**config.mk**
```make
export PLATFORM = sky130hd
export DESIGN_NAME = ghost_mode_scheduler_flat
export DESIGN_NICKNAME = d
export VERILOG_FILES = /design/src/rtl/ghost_mode_scheduler_if.sv /design/src/rtl/ghost_mode_scheduler.sv /design/src/flat_wrapper.sv
export SDC_FILE = /design/constraint.sdc
export NUM_CORES = 1
export LEC_CHECK = 0
export BUFFER_PORTS_ARGS = -buffer_cell sky130_fd_sc_hd__buf_2
export CAP_MARGIN = 20
export CORE_MARGIN = 2
export CORE_UTILIZATION = 40
export CTS_CLUSTER_SIZE = 25
export DETAILED_ROUTE_END_ITERATION = 16
export PLACE_DENSITY = 0.64
export SETUP_SLACK_MARGIN = 0.2
export SLEW_MARGIN = 20
export SYNTH_ARGS = -nofsm -noshare
export SYNTH_HDL_FRONTEND = slang
export SYNTH_SLANG_ARGS = --single-unit
export TNS_END_PERCENT = 5
```
**constraint.sdc**
```tcl
create_clock -name clk -period 2.8 [get_ports clk]
set_input_delay 0 -clock clk [delete_from_list [all_inputs] [get_ports clk]]
set_output_delay 0 -clock clk [all_outputs]
set_load 0.01 [all_outputs]
```
**src/rtl/ghost_mode_scheduler_if.sv**
```systemverilog
// Signal bundle between game logic, the mode scheduler and the ghost controllers.
// No valid/ready handshake: inputs are levels or one-cycle pulses sampled on every clk edge.
interface ghost_mode_scheduler_if;
  logic       vsync_enable;
  logic       pause;
  logic       stall;
  logic       power_pellet;
  logic       pacman_dead;
  logic       end_of_game;
  logic       chase;
  logic       scared_mode;
  logic       scared_mode_end;
  logic       ghost_reverse;
  logic [2:0] phase;

  modport master (
    output vsync_enable, pause, stall, power_pellet, pacman_dead, end_of_game,
    input  chase, scared_mode, scared_mode_end, ghost_reverse, phase
  );

  modport slave (
    input  vsync_enable, pause, stall, power_pellet, pacman_dead, end_of_game,
    output chase, scared_mode, scared_mode_end, ghost_reverse, phase
  );
endinterface

```
**src/rtl/ghost_mode_scheduler.sv**
```systemverilog
// Scatter/chase phase schedule, fright timer with end-of-fright blink window,
// and one-cycle ghost reverse pulses. All outputs registered.
module ghost_mode_scheduler #(
  parameter int SCATTER_FRAMES    = 420,
  parameter int CHASE_FRAMES      = 1200,
  parameter int NUM_TIMED         = 7,
  parameter int SCARED_FRAMES     = 360,
  parameter int SCARED_END_FRAMES = 120,
  parameter int CNT_W             = 11
) (
  input  logic                  clk,
  input  logic                  reset,
  ghost_mode_scheduler_if.slave bus
);

  localparam logic [CNT_W-1:0] SCATTER_LAST = CNT_W'(SCATTER_FRAMES - 1);
  localparam logic [CNT_W-1:0] CHASE_LAST   = CNT_W'(CHASE_FRAMES - 1);
  localparam logic [CNT_W-1:0] SCARED_LAST  = CNT_W'(SCARED_FRAMES - 1);
  localparam logic [CNT_W-1:0] BLINK_START  = CNT_W'(SCARED_FRAMES - SCARED_END_FRAMES);
  localparam logic [2:0]       LAST_PHASE   = 3'(NUM_TIMED);

  logic [2:0]       r_phase;
  logic [CNT_W-1:0] r_phase_cnt;
  logic [CNT_W-1:0] r_scared_cnt;
  logic             r_scared;
  logic             r_scared_end;
  logic             r_chase;
  logic             r_reverse;

  logic             w_tick;
  logic             w_clear;
  logic [CNT_W-1:0] w_phase_last;
  logic             w_phase_timed;
  logic             w_phase_exp;
  logic             w_scared_exp;
  logic [2:0]       w_phase_nxt;
  logic [CNT_W-1:0] w_scared_inc;

  assign w_tick        = bus.vsync_enable & ~(bus.pause | bus.stall);
  assign w_clear       = bus.pacman_dead | bus.end_of_game;
  assign w_phase_last  = r_phase[0] ? CHASE_LAST : SCATTER_LAST;
  assign w_phase_timed = (r_phase < LAST_PHASE);
  assign w_phase_exp   = w_tick & ~r_scared & w_phase_timed & (r_phase_cnt == w_phase_last);
  assign w_scared_exp  = w_tick & r_scared & (r_scared_cnt == SCARED_LAST);
  assign w_phase_nxt   = r_phase + 3'd1;
  assign w_scared_inc  = r_scared_cnt + 1'b1;

  always_ff @(posedge clk or negedge reset) begin
    if (!reset) begin
      r_phase      <= '0;
      r_phase_cnt  <= '0;
      r_scared_cnt <= '0;
      r_scared     <= 1'b0;
      r_scared_end <= 1'b0;
      r_chase      <= 1'b1;
      r_reverse    <= 1'b0;
    end else if (w_clear) begin
      r_phase      <= '0;
      r_phase_cnt  <= '0;
      r_scared_cnt <= '0;
      r_scared     <= 1'b0;
      r_scared_end <= 1'b0;
      r_chase      <= 1'b1;
      r_reverse    <= 1'b0;
    end else if (bus.power_pellet) begin
      // Pellet beats any expiry this cycle; the phase timer is frozen from now on.
      r_scared     <= 1'b1;
      r_scared_cnt <= '0;
      r_scared_end <= (BLINK_START == '0);
      r_reverse    <= ~r_scared;
    end else begin
      r_reverse <= w_phase_exp;
      if (r_scared) begin
        if (w_scared_exp) begin
          r_scared     <= 1'b0;
          r_scared_cnt <= '0;
          r_scared_end <= 1'b0;
        end else if (w_tick) begin
          r_scared_cnt <= w_scared_inc;
          r_scared_end <= (w_scared_inc >= BLINK_START);
        end
      end else if (w_phase_exp) begin
        r_phase     <= w_phase_nxt;
        r_phase_cnt <= '0;
        r_chase     <= ~w_phase_nxt[0] & (w_phase_nxt != LAST_PHASE);
      end else if (w_tick && w_phase_timed) begin
        r_phase_cnt <= r_phase_cnt + 1'b1;
      end
    end
  end

  assign bus.phase           = r_phase;
  assign bus.chase           = r_chase;
  assign bus.scared_mode     = r_scared;
  assign bus.scared_mode_end = r_scared_end;
  assign bus.ghost_reverse   = r_reverse;

endmodule

```
**src/flat_wrapper.sv**
```systemverilog
// flat-port wrapper written by rule: the top's interface ports become plain ports
module ghost_mode_scheduler_flat 
#(
  parameter int SCATTER_FRAMES    = 420,
  parameter int CHASE_FRAMES      = 1200,
  parameter int NUM_TIMED         = 7,
  parameter int SCARED_FRAMES     = 360,
  parameter int SCARED_END_FRAMES = 120,
  parameter int CNT_W             = 11
)
  (clk, reset, bus_vsync_enable, bus_pause, bus_stall, bus_power_pellet, bus_pacman_dead, bus_end_of_game, bus_chase, bus_scared_mode, bus_scared_mode_end, bus_ghost_reverse, bus_phase);
  ghost_mode_scheduler_if bus_i ();
  input  logic clk;
  input  logic reset;
  input wire logic [$bits(bus_i.vsync_enable)-1:0] bus_vsync_enable;
  input wire logic [$bits(bus_i.pause)-1:0] bus_pause;
  input wire logic [$bits(bus_i.stall)-1:0] bus_stall;
  input wire logic [$bits(bus_i.power_pellet)-1:0] bus_power_pellet;
  input wire logic [$bits(bus_i.pacman_dead)-1:0] bus_pacman_dead;
  input wire logic [$bits(bus_i.end_of_game)-1:0] bus_end_of_game;
  output wire logic [$bits(bus_i.chase)-1:0] bus_chase;
  output wire logic [$bits(bus_i.scared_mode)-1:0] bus_scared_mode;
  output wire logic [$bits(bus_i.scared_mode_end)-1:0] bus_scared_mode_end;
  output wire logic [$bits(bus_i.ghost_reverse)-1:0] bus_ghost_reverse;
  output wire logic [$bits(bus_i.phase)-1:0] bus_phase;
  assign bus_i.vsync_enable = bus_vsync_enable;
  assign bus_i.pause = bus_pause;
  assign bus_i.stall = bus_stall;
  assign bus_i.power_pellet = bus_power_pellet;
  assign bus_i.pacman_dead = bus_pacman_dead;
  assign bus_i.end_of_game = bus_end_of_game;
  assign bus_chase = bus_i.chase;
  assign bus_scared_mode = bus_i.scared_mode;
  assign bus_scared_mode_end = bus_i.scared_mode_end;
  assign bus_ghost_reverse = bus_i.ghost_reverse;
  assign bus_phase = bus_i.phase;
  ghost_mode_scheduler #(.SCATTER_FRAMES(SCATTER_FRAMES), .CHASE_FRAMES(CHASE_FRAMES), .NUM_TIMED(NUM_TIMED), .SCARED_FRAMES(SCARED_FRAMES), .SCARED_END_FRAMES(SCARED_END_FRAMES), .CNT_W(CNT_W)) u_core (.clk(clk), .reset(reset), .bus(bus_i));
endmodule
```
Word-level counts from Yosys, hierarchy flattened
Cells that the tools add are included.
{ "word_totals": {"regBits": 29, "latchBits": 0, "mem_bits_rw": 0, "mem_bits_ro": 0, "input_bits": 8, "output_inout_bits": 7, "wordCells": 67, "memories": 0} }
{ "op_classes": {"addsub": 3, "mul": 0, "n_div": 0, "n_lt_le_gt_ge": 2, "eq_ne": 5, "shifts": 0, "muxes": 30, "bitwise": 12, "n_reduce_logical": 8} }
{ "op_table": {"columns": ["operator", "n"], "rows": [
  ["$mux 11", 11],
  ["$add 11x1->11 const B", 2],
  ["$mux 1", 15],
  ["$mux 3", 4],
  ["$eq 11x11->1", 1],
  ["$eq 11x9->1 const B", 1],
  ["$ge 11x8->1 const B", 1],
  ["$and 1x1->1", 7],
  ["$reduce_and 3->1", 2],
  ["$reduce_bool 3->1", 2],
  ["$reduce_bool 4->1", 1],
  ["$add 3x1->3 const B", 1],
  ["$lt 3x3->1 const B", 1],
  ["$ne 3x3->1 const B", 1],
  ["$not 1->1", 3],
  ["$ne 2x1->1 const B", 1],
  ["$ne 2x2->1 const B", 1],
  ["$or 1x1->1", 2],
  ["$reduce_and 2->1", 1],
  ["$reduce_bool 2->1", 1],
  ["$logic_and 1x1->1", 1]
]} }

Longest topological paths before layout
Gate-level depths: netlist (run 1).
{ "logic_depth": {"ltp_word": 10, "depth_mapped": 7, "mapped_depth_nobuf": 6} }

Least setup slack after synthesis (run 1)
No wires, ideal clock.
{ "synth_path": {"path_kind": "register to register", "startpoint": "register u_core.r_scared_cnt[7]", "endpoint": "register u_core.r_scared_end, in the netlist u_core.bus.scared_mode_end", "setup_time_ns": 0.128, "t_arrival_ns": 1.643, "required_ns": 2.672, "slack_ns": 1.029, "path_stages_with_launch": 7, "n_path_buf": 1, "period_less_slack_ns": 1.771, "cell_sequence": "dfrtp_1 or4_1 nor3_4 or2_1 buf_4 a2bb2oi_1 nand3_1"} }
{ "synth_between": {"elab_chain_len": 7, "elab_cells_between_ends": 11, "cone_classes": "1 x add/sub; 1 x order compare; 1 x eq/ne; 5 x mux; 1 x bitwise; 2 x reduce/logical"} }
{ "synth_lines": {"columns": ["element", "line", "text"], "rows": [
  ["from (decl)", "ghost_mode_scheduler.sv:24", "logic [CNT_W-1:0] r_scared_cnt;"],
  ["from (signal assigned)", "ghost_mode_scheduler.sv:79", "r_scared_cnt <= w_scared_inc;"],
  ["$add 11x1->11", "ghost_mode_scheduler.sv:46", "assign w_scared_inc = r_scared_cnt + 1'b1;"],
  ["$ge 11x8->1", "ghost_mode_scheduler.sv:80", "r_scared_end <= (w_scared_inc >= BLINK_START);"],
  ["$mux 1", "ghost_mode_scheduler.sv:78", "end else if (w_tick) begin"],
  ["$mux 1", "ghost_mode_scheduler.sv:74", "if (w_scared_exp) begin"],
  ["$mux 1", "ghost_mode_scheduler.sv:73", "if (r_scared) begin"],
  ["$mux 1", "ghost_mode_scheduler.sv:65", "end else if (bus.power_pellet) begin"],
  ["$mux 1", "ghost_mode_scheduler.sv:57", "end else if (w_clear) begin"],
  ["to (signal assigned)", "ghost_mode_scheduler.sv:69", "r_scared_end <= (BLINK_START == '0);"],
  ["to (signal assigned)", "ghost_mode_scheduler.sv:80", null],
  ["to (decl)", "ghost_mode_scheduler.sv:26", "logic r_scared_end;"]
]} }
Several ways; a longest one is shown, not always the timed one. The select of a mux whose other input is x is not followed.
A chain may end at the register's enable or synchronous reset.

Final worst setup path (run 1)
{ "layout_path": {"startpoint": "register u_core.r_scared_cnt[3]", "endpoint": "register u_core.r_scared_end, in the netlist u_core.bus.scared_mode_end"} }
The elaborated chain is that of the path after synthesis.

==> results of run 1 <==
==> worst paths after layout <==
| path | slack [ns] | endpoint | from |
|---|---|---|---|
| max reg2reg | 0.84 | u_core.bus.scared_mode_end | u_core.r_scared_cnt[3] |
| min reg2reg | 0.50 | u_core.bus.scared_mode_end | u_core.bus.scared_mode_end |
| min in group asynchronous | 0.29 | u_core.bus.phase[0] | reset |
| min | 0.05 | u_core.bus.chase | bus_pacman_dead |
| max in group asynchronous | 2.09 | u_core.r_phase_cnt[9] | reset |
| max | 0.84 | u_core.bus.scared_mode_end | u_core.r_scared_cnt[3] |
==> placed cells by master (no fill, tap or decap), drive strengths merged, types with 2 or more instances in the layout <==
| cell | instances |
|---|---|
| and2 | 2 |
| xor2 | 8 |
| buf | 15 |
| nor2 | 23 |
| nand2 | 21 |
| nand2b | 2 |
| clkbuf | 7 |
| o31ai | 2 |
| mux2i | 3 |
| or3 | 3 |
| nand3 | 10 |
| nand4b | 3 |
| nor3 | 11 |
| ha | 4 |
| nor3b | 2 |
| nand4 | 7 |
| or2 | 2 |
| a211oi | 2 |
| dfrtp | 28 |
| a21boi | 2 |
| xnor2 | 8 |
| o21ai | 7 |
| inv | 4 |
| a21oi | 8 |
==> cells in the mapped netlist (all sizes together) <==
cell type and number:
a211oi 2, a21boi 2, a21oi 8, a22o 1, a2bb2oi 1, a311o 1
a311oi 1, a31o 1, and2 2, and3 1, and4 1, and4bb 1
buf 2, clkbuf 2, dfrtp 28, dfstp 1, ha 4, inv 4
mux2i 3, nand2 21, nand2b 2, nand3 10, nand4 7, nand4b 3
nor2 23, nor3 11, nor3b 2, o2111ai 1, o21ai 7, o21bai 1
o31ai 2, o32a 1, or2 2, or3 3, or3b 1, or4 1
or4b 1, xnor2 8, xor2 8
==> sequential cells by signal, indices dropped and copies added (netlist names) <==
register,flops
u_core.r_scared_cnt,11
u_core.bus.chase,1
u_core.bus.scared_mode_end,1
u_core.r_phase_cnt,11
u_core.bus.phase,3
u_core.bus.ghost_reverse,1
u_core.bus.scared_mode,1
==> cells by family (layout without fill, tap and decap cells) <==
family	after synthesis	count (layout)	synth area share [%]
mux	3	3	2.50
flops	29	29	42.7
compound gates	29	29	11.5
simple gates	92	92	30.1
xor+xnor	16	16	8.23
buf+inv	8	28	2.06
fa+ha+maj	4	4	2.94
==> layer usage <==
metal / routed length [microns] / vias to the layer above
li1: - / 686
met1: 1720 / 657
met2: 1600 / 21
met3: 132 / 9
met4: 80 / 0
met5: 0 / -
==> layout make-up <==
cell class / count / area (sq um)
inverters: 4 / 15.0
flip-flops and latches: 29 / 727
fillers: 383 / 2120
well taps: 50 / 62.6
multi-input cells: 144 / 941
repair buffers: 16 / 87.6
clock buffers: 7 / 96.3
clock inverters: 1 / 5.00
==> worst register-to-register path, stage by stage, from the launching register on <==
cell	delay [ns]
dfrtp_1	0.46
or4_1	0.58
nor3_4	0.22
or2_1	0.32
a2bb2oi_1	0.20
nand3_1	0.08
==> report_power, final <==
part | internal (mW) | leakage, nW | switching (mW)
sequential | 0.421 | 0.401 | 0.00121
combinational | 0.0135 | 0.354 | 0.0275
clock | 0.222 | 0.0542 | 0.161
==> what timing repair did <==
item	in CTS	in global routing
hold buffers	1	0
endpoints found under the hold margin	28	0
endpoints found under the setup margin	0	0
==> key figures, run 1 <==
Placed design
  – Placed Area: 1820 sq um
  – Port Buffer Count: 14
  – GPL Wtd Cong: 0.827
  – Dpl hpwl: 2.52 mm
  – Post-Place Setup Slack: 0.837 ns
  – Dpl cells: 242

Run
  – Max-cap violation count: 0

Clocking
  – Worst skew pair latency: 0.28 ns
  – Clk buf depth: 2
  – Clock tree from TritonCTS: done
  – Post-CTS setup buffers: 0
  – CTS clock-pin slew for the worst setup and hold paths: 0.06 ns
  – CTS resizes: 0
  – CTS root buffer: clkbuf_8
  – H-tree depth: 2
  – Clock buffer count from CTS: 5
  – Sink Count: 29

Global routing
  – First-pass GRT wire length: 6.44 mm
  – Met1 Use GR: 23.3%
  – Global router's overall resource usage: 17.2%
  – Met2 Track Usage GR: 24.8%
  – GR Overflow Total: 0
  – GRT busiest layer: met2
  – Met3 usage: 6.10%
  – Initial antenna violation count: 0
  – Largest net degree at the start of global routing: 30
  – Vias in the first global route: 1324

Timing
  – Actual slew at the worst max-slew pin: 0.647 ns
  – WHS: 0.0492 ns
  – Setup_tns: 0 ns
  – Final Cycle Share: 70.1%
  – Setup slack after layout: 0.838 ns
  – Rel. slew slack: 56.9%
  – Slew Limit Fails: 0
  – Fmax: 0.510 GHz
  – Finish-stage setup viols: 0
  – Final Hold Fails: 0
  – Post-layout minimum cycle time: 1.96 ns
  – Clk_skew: 0.00580 ns
  – RSZ-0062 raised after global routing: no

Floorplan
  – # IOs: 15
  – Initial Utilization: 42.0%
  – Die height: 69.2 microns
  – Core ar.: 4060 sq um
  – Row cnt: 23
  – Die Width: 69.2 microns
  – Full die area: 4790 sq um

Finish
  – Area Overhead vs Synth: 13.6%
  – Diode count: 0
  – Layout cells sized above 1: 18.9%
  – Nets@finish: 212
  – Fin util: 47.7%
  – Fin area: 1930 sq um
  – Final std cells w/o fill: 251

Worst hold path
  – Hold WC Path Type: in2reg
  – Worst hold stages: 3

Power and ir drop
  – Power density over the cells: 437 nW/um^2
  – LEAKAGE: 0.809 nW
  – Peak supply drop: 0.308 mV
  – Pwr Total: 0.846 mW

Synth
  – Syn_nets: 193
  – Mean Syn Cell Area: 9.41 sq um
  – Number of synthesized register bits: 29
  – Synth warn: 0
  – Netlist Area Pre-Place: 1700 sq um
  – Largest cells by area after synthesis: dfrtp_1, nor2_1, nand2_1
  – Cells after synthesis: 181
  – Sequential share of the synthesized area: 42.7%
  – Yosys top cell area share: 41.1%
  – Synth unique cells: 47
  – Yosys top cell by area: dfrtp_1

Route
  – WL final: 3.54 mm
  – DRC: 0
  – First-pass iteration count of the detailed router: 4
  – Avg Vias per Cell: 5.47
  – Routed WL per cell: 14.1 microns
  – Routed Antenna Nets: 0
  – DRT iter0 DRCs: 106
  – Via count: 1373

Setup path
  – Critical path class: reg2reg
  – Critical path buffer and inverter count: 0
  – Worst-path maximum fanout: 8
  – WP data required: 2.97 ns
  – Crit path launch type: flip-flop
  – Crit-path slowest cell: or4_1
  – R2R depth: 5
  – Top delay family on crit path: simple AND/OR/NAND/NOR gates
  – Worst-path cell chain: or4_1 -> nor3_4 -> or2_1 -> a2bb2oi_1 -> nand3_1
  – Worst Setup End Kind: flip-flop
  – Worst Path Arrival: 2.13 ns
  – CP max stage delay: 0.58 ns
  – CP Depth: 5

Run status
  – Status: finished clean
Note: power is estimated with default switching activity, not from simulation.
==> run 2: changes to the inputs <==
--- a/config.mk
+++ b/config.mk
@@ -5,6 +5,7 @@
 export SDC_FILE = /design/constraint.sdc
 export NUM_CORES = 1
 export LEC_CHECK = 0
+export ABC_AREA = 1
 export BUFFER_PORTS_ARGS = -buffer_cell sky130_fd_sc_hd__buf_2
 export CAP_MARGIN = 20
 export CORE_MARGIN = 2
==> constraint.sdc (replaced) <==
create_clock -name clk -period 2 [get_ports clk]
set_input_delay 0 -clock clk [delete_from_list [all_inputs] [get_ports clk]]
set_output_delay 0 -clock clk [all_outputs]
set_load 0.01 [all_outputs]
==> key figures, run 2 <==
Placed design
  – GPL Wtd Cong: 0.910
  – Post-Place Setup Slack: 0.408 ns
  – Dpl hpwl: 2.83 mm
  – Dpl cells: 328
  – Port Buffer Count: 14
  – Placed Area: 2030 sq um

Synth
  – Synth Area in Adders: 2.60%
  – Simple-gate share of the synthesized area: 41.3%
  – Most frequent cell after synthesis: nand2_1
  – Top FF cell, synth: dfrtp_1
  – Synth Area in Compound Gates: 6.12%
  – Number of synthesized flops with an enable pin: 0
  – Yosys top cell area share: 36.5%
  – Largest cells by area after synthesis: dfrtp_1, nand2_1, inv_1
  – XOR/XNOR Fraction of Synth Area: 2.28%
  – Yosys top cell by area: dfrtp_1
  – Largest family of logic cells by synthesized area: simple AND/OR/NAND/NOR gates
  – Cells after synthesis: 263
  – Syn_nets: 275
  – Mean Syn Cell Area: 7.31 sq um
  – Number of synthesized register bits: 29
  – Sequential share of the synthesized area: 37.8%
  – Post-synth ARST share: 100%
  – Synth warn: 0
  – Synth top cells by count: nand2_1, inv_1, dfrtp_1
  – Mux contribution to synthesized area: 0%
  – Synth unique cells: 32
  – Netlist Area Pre-Place: 1920 sq um

Floorplan
  – Initial Utilization: 41.0%
  – # IOs: 15
  – Full die area: 5380 sq um
  – Core ar.: 4690 sq um
  – Die height: 73.3 microns
  – Die Width: 73.3 microns
  – Row cnt: 25

Setup path
  – Crit path launch type: flip-flop
  – Worst Path Arrival: 1.76 ns
  – Worst-path maximum fanout: 5
  – Top delay family on crit path: simple AND/OR/NAND/NOR gates
  – Critical Path Start: u_core.r_scared_cnt[1]
  – R2r endpoint: u_core.bus.scared_mode_end
  – CP Depth: 8
  – Critical path class: reg2reg
  – R2R depth: 8
  – Worst Setup End Kind: flip-flop
  – R2R setup slack: 0.40 ns
  – CP endpoint: u_core.bus.scared_mode_end
  – Crit-path slowest cell: dfrtp_1
  – Critical path buffer and inverter count: 0
  – Worst-path cell chain: ha_1 -> nand2_1 -> nor3_4 -> nand2_1 -> nand2_1 -> nand2_1 -> o21ai_1 -> nand3_1
  – CP max stage delay: 0.40 ns
  – Critical Path Most Common Cell: nand2_1
  – WP data required: 2.16 ns
  – Worst r2r src: u_core.r_scared_cnt[1]

Global routing
  – First-pass GRT wire length: 6.77 mm
  – GR Overflow Total: 0
  – Initial antenna violation count: 0
  – Vias in the first global route: 1523
  – Largest net degree at the start of global routing: 30
  – Global router's overall resource usage: 16.4%

Timing
  – Slew Limit Fails: 0
  – Setup_tns: 0 ns
  – Finish-stage setup viols: 0
  – Clk_skew: 0.00312 ns
  – Rel. slew slack: 54.8%
  – Post-layout minimum cycle time: 1.60 ns
  – RSZ-0062 raised after global routing: no
  – Setup slack after layout: 0.401 ns
  – Actual slew at the worst max-slew pin: 0.678 ns
  – Final Cycle Share: 80.0%
  – Final Hold Fails: 0
  – Fmax: 0.625 GHz

Route
  – Via count: 1632
  – WL final: 3.86 mm
  – DRC: 0
  – DRT iter0 DRCs: 54
  – Routed WL per cell: 11.5 microns
  – First-pass iteration count of the detailed router: 4
  – Routed Antenna Nets: 0
  – Avg Vias per Cell: 4.84

Clocking
  – CTS root buffer: clkbuf_8
  – Clock buffer count from CTS: 5
  – CTS resizes: 0
  – Clock tree from TritonCTS: done
  – Clk buf depth: 2
  – Sink Count: 29
  – Hold_buf cts: 1
  – CTS clock-pin slew for the worst setup and hold paths: 0.06 ns
  – Worst skew pair latency: 0.28 ns
  – Post-CTS setup buffers: 0
  – H-tree depth: 2

Finish
  – Fillers: 491
  – Layout cells sized above 1: 15.5%
  – Diode count: 0
  – Leading cell types in the layout, fill and taps excluded: nand2_1, inv_1, dfrtp_1
  – Final std cells w/o fill: 337
  – Nets@finish: 294
  – Area Overhead vs Synth: 10.6%
  – Fin util: 45.3%
  – Fin area: 2130 sq um
  – Commonest non-fill, non-tap cell in the layout: nand2_1

Power and ir drop
  – Peak supply drop: 0.306 mV
  – LEAKAGE: 1.10 nW
  – Power density over the cells: 570 nW/um^2

Worst hold path
  – Hold WC Path Type: in2reg

Run status
  – Status: finished clean

Run
  – Max-cap violation count: 0
-- run 2: cell types whose count changed after synthesis, sizes merged, moves of 3 or more --
| cell | change |
|---|---|
| or3 | -3 |
| nor2 | +9 |
| nand2 | +63 |
| nand3 | +14 |
| xnor2 | -8 |
| o21ai | +7 |
| o22ai | +4 |
| xor2 | -3 |
| nand4b | -3 |
| mux2i | -3 |
| inv | +33 |
| a21oi | -5 |
-- run 2: power breakdown --
part	switching [mW]	total (mW)	internal, mW
Clock	0.221	0.501	0.280
Combinational	0.0714	0.104	0.0323
Sequential	0.0111	0.607	0.596
Total	0.303	1.21	0.909
-- run 2: cell families after synthesis --
kind of cell / Yosys count
xor gates and xnor gates: 5
AOI/OAI and AO/OA: 22
adders and majority gates: 4
buffers and inverters: 42
and+or+nand+nor: 161
DFF: 29
-- run 2: metal layers --
metal | global-route usage (%) | part of all wire (%)
met2 | 23.9 | 42
met5 | 0 | 0
met3 | 4.53 | 3.2
met1 | 22.6 | 52
met4 | 7.47 | 2.3
-- run 2: how the worst min path moves through the flow --
stage / startpoint / depth (start not counted) / slack, ns / to
floorplan: reset / 0 / -0.30 / u_core.bus.ghost_reverse
global placement: reset / 1 / 0.08 / u_core.r_scared_cnt[2]
detailed placement: reset / 1 / 0.09 / u_core.r_scared_cnt[2]
finish: bus_power_pellet / 3 / 0.08 / u_core.bus.scared_mode
CTS: bus_power_pellet / 3 / 0.07 / u_core.bus.scared_mode
global route: bus_power_pellet / 3 / 0.08 / u_core.bus.scared_mode
-- run 2: cell type report --
class / instances / area, sq um / area share (%)
Inverter: 39 / 156 / 7.36
Timing Repair Buffer: 15 / 80.1 / 3.77
Tap cell: 54 / 67.6 / 3.18
Clock buffer: 8 / 90.1 / 4.24
Sequential cell: 29 / 727 / 34.2
Multi-Input combinational cell: 192 / 1000 / 47.3
-- run 2: stage by stage --
step | hold slack (ns) | power, mW
4_1_cts | 0.0716 | 1.24
2_1_floorplan | -0.296 | 0.686
3_5_place_dp | 0.0858 | 0.722
3_3_place_gp | 0.0824 | 0.722
5_1_grt | 0.0846 | 1.26
6_report | 0.0759 | 1.21
-- run 2: tightest hold or removal path, stage by stage --
cell,delay (ns)
buf_2,0.14
inv_2,0.08
o21ai_0,0.08
==> run 3: changes to the inputs <==
--- a/config.mk
+++ b/config.mk
@@ -12,7 +12,7 @@
 export CORE_UTILIZATION = 40
 export CTS_CLUSTER_SIZE = 25
 export DETAILED_ROUTE_END_ITERATION = 16
-export PLACE_DENSITY = 0.64
+export PLACE_DENSITY = 0.66
 export SETUP_SLACK_MARGIN = 0.2
 export SLEW_MARGIN = 20
 export SYNTH_ARGS = -nofsm -noshare
==> constraint.sdc (replaced) <==
create_clock -name clk -period 1.4 [get_ports clk]
set_input_delay 0 -clock clk [delete_from_list [all_inputs] [get_ports clk]]
set_output_delay 0 -clock clk [all_outputs]
set_load 0.01 [all_outputs]
==> key figures, run 3 (synthesis gave the netlist of run 2 again) <==
Run status
  – Status: finished with violations
  – Failing checks: setup timing

Setup path
  – Critical path class: reg2reg
  – Crit path launch type: flip-flop
  – Critical Path Most Common Cell: nand2_1
  – Worst-path cell chain: ha_4 -> nand2_4 -> nor3_4 -> nand2_1 -> nand2_1 -> nand2_2 -> o21ai_1 -> nand3_1
  – Critical path buffer and inverter count: 0
  – R2r endpoint: u_core.bus.scared_mode_end
  – Worst-path maximum fanout: 5
  – R2R setup slack: -0.01 ns
  – Crit-path slowest cell: dfrtp_1
  – R2R depth: 8
  – Critical Path Start: u_core.r_scared_cnt[0]
  – Top delay family on crit path: simple AND/OR/NAND/NOR gates
  – Worst Path Arrival: 1.58 ns
  – CP Depth: 8
  – CP max stage delay: 0.39 ns
  – CP endpoint: u_core.bus.scared_mode_end
  – Worst Setup End Kind: flip-flop
  – Worst r2r src: u_core.r_scared_cnt[0]
  – WP data required: 1.56 ns

Power and ir drop
  – LEAKAGE: 1.20 nW
  – Clk pwr share: 41.1%
  – P_int: 1.32 mW
  – Sequential Power Share: 48.4%
  – Combinational share of power: 10.5%
  – Power density over the cells: 742 nW/um^2
  – Pwr Total: 1.79 mW
  – Peak supply drop: 0.493 mV
  – Sw Pwr: 0.471 mW
  – Switching Share: 26.4%

Clocking
  – CTS clock-pin slew for the worst setup and hold paths: 0.06 ns
  – H-tree depth: 2
  – Clock buffer count from CTS: 5
  – Sink Count: 29
  – Worst skew pair latency: 0.28 ns
  – Clk buf depth: 2
  – CTS root buffer: clkbuf_8
  – Clock tree from TritonCTS: done

Timing
  – Slew Limit Fails: 0
  – Actual slew at the worst max-slew pin: 0.654 ns
  – Final Hold Fails: 0
  – Setup slack after layout: -0.0118 ns
  – Rel. slew slack: 56.4%
  – WHS: 0.0607 ns
  – Finish-stage setup viols: 1
  – RSZ-0062 raised after global routing: yes
  – Post-layout minimum cycle time: 1.41 ns
  – Clk_skew: 0.00516 ns
  – Final Cycle Share: 101%
  – Setup_tns: -0.0118 ns
  – Fmax: 0.708 GHz

Floorplan
  – Die height: 73.3 microns
  – Die Width: 73.3 microns
  – Row cnt: 25
  – Initial Utilization: 41.0%
  – # IOs: 15
  – Full die area: 5380 sq um
  – Core ar.: 4690 sq um

Global routing
  – Vias in the first global route: 1652
  – GR Overflow Total: 0
  – Largest net degree at the start of global routing: 30
  – First-pass GRT wire length: 7.45 mm
  – Initial antenna violation count: 0
  – Global router's overall resource usage: 17.8%

Route
  – DR top layer: met4
  – DRT iter0 DRCs: 96
  – DRT met1 WL: 2.09 mm
  – WL final: 4.17 mm
  – Via count: 1738
  – First-pass iteration count of the detailed router: 4
  – Met2 WL: 1.90 mm
  – Routed WL per cell: 11.9 microns
  – Avg Vias per Cell: 4.98
  – Routed Antenna Nets: 0
  – DRC: 0
  – DR WL met3: 140 microns

Finish
  – Layout cells sized above 1: 32.9%
  – Nets@finish: 306
  – Diode count: 0
  – Fillers: 425
  – Leading cell types in the layout, fill and taps excluded: nand2_1, inv_1, dfrtp_1
  – Final std cells w/o fill: 349
  – Commonest non-fill, non-tap cell in the layout: nand2_1
  – Area Overhead vs Synth: 25.5%

Placed design
  – GPL Wtd Cong: 0.820
  – Dpl hpwl: 2.99 mm
  – Dpl cells: 340
  – Port Buffer Count: 14

Run
  – Max-cap violation count: 0

Worst hold path
  – Hold WC Path Type: in2reg
-- run 3: worst min path at each step --
stage / from / slack (ns) / endpoint / cells past startpoint
2_1_floorplan: reset / -0.30 / u_core.bus.ghost_reverse / 0
3_3_place_gp: reset / 0.08 / u_core.r_scared_cnt[1] / 1
3_5_place_dp: reset / 0.08 / u_core.r_scared_cnt[1] / 1
4_1_cts: bus_power_pellet / 0.05 / u_core.bus.ghost_reverse / 3
5_1_grt: bus_power_pellet / 0.06 / u_core.bus.ghost_reverse / 3
6_report: bus_power_pellet / 0.06 / u_core.bus.ghost_reverse / 3
-- run 3: area by class of cell --
cell class              instances  area, sq um  area share [%]
well taps                      54         67.6            2.80
flip-flops and latches         29          736            30.5
clock buffers                   8         90.1            3.74
repair buffers                 27          174            7.21
inverters                      39          166            6.90
multi-input cells             192         1180            48.8
-- run 3: worst reg2reg max path, cell delays in order (launching register included) --
cell and delay (ns):
dfrtp_1 0.39, ha_4 0.17, nand2_4 0.06, nor3_4 0.26
nand2_1 0.09, nand2_1 0.08, nand2_2 0.06, o21ai_1 0.11
nand3_1 0.07
-- run 3: metal layers --
metal / vias up / global-route usage, %
li1: 897 / -
met1: 809 / 24.3
met2: 28 / 28.4
met3: 4 / 3.84
met4: 0 / 5.66
met5: - / 0
-- run 3: through the flow --
step / setup slack, ns / utilization [%] / instance area (sq um)
3_5_place_dp: -0.0243 / 45.2 / 2120
2_1_floorplan: 0.0217 / - / 1930
3_3_place_gp: 0.0297 / 45.2 / 2120
5_1_grt: -0.124 / 51.4 / 2410
6_report: -0.0118 / 51.4 / 2410
4_1_cts: -0.0124 / 50.8 / 2380
-- run 3: repair_timing --
| item | CTS | global route |
|---|---|---|
| resized for setup | 46 | 13 |
| hold buffers | 1 | 0 |
| endpoints found under the setup margin | 28 | 29 |
| endpoints found under the hold margin | 28 | 0 |
| cloned | 0 | 0 |
| setup buffers | 0 | 0 |
| pin swaps | 30 | 16 |
-- run 3: power groups by stage --
stage	Sequential (mW)	Clock [mW]	Combinational, mW
after global placement	0.878	0	0.159
after global routing	0.866	0.791	0.210
after CTS	0.864	0.748	0.188
after floorplan	0.881	0	0.0989
after detailed placement	0.878	0	0.161
final	0.865	0.735	0.188
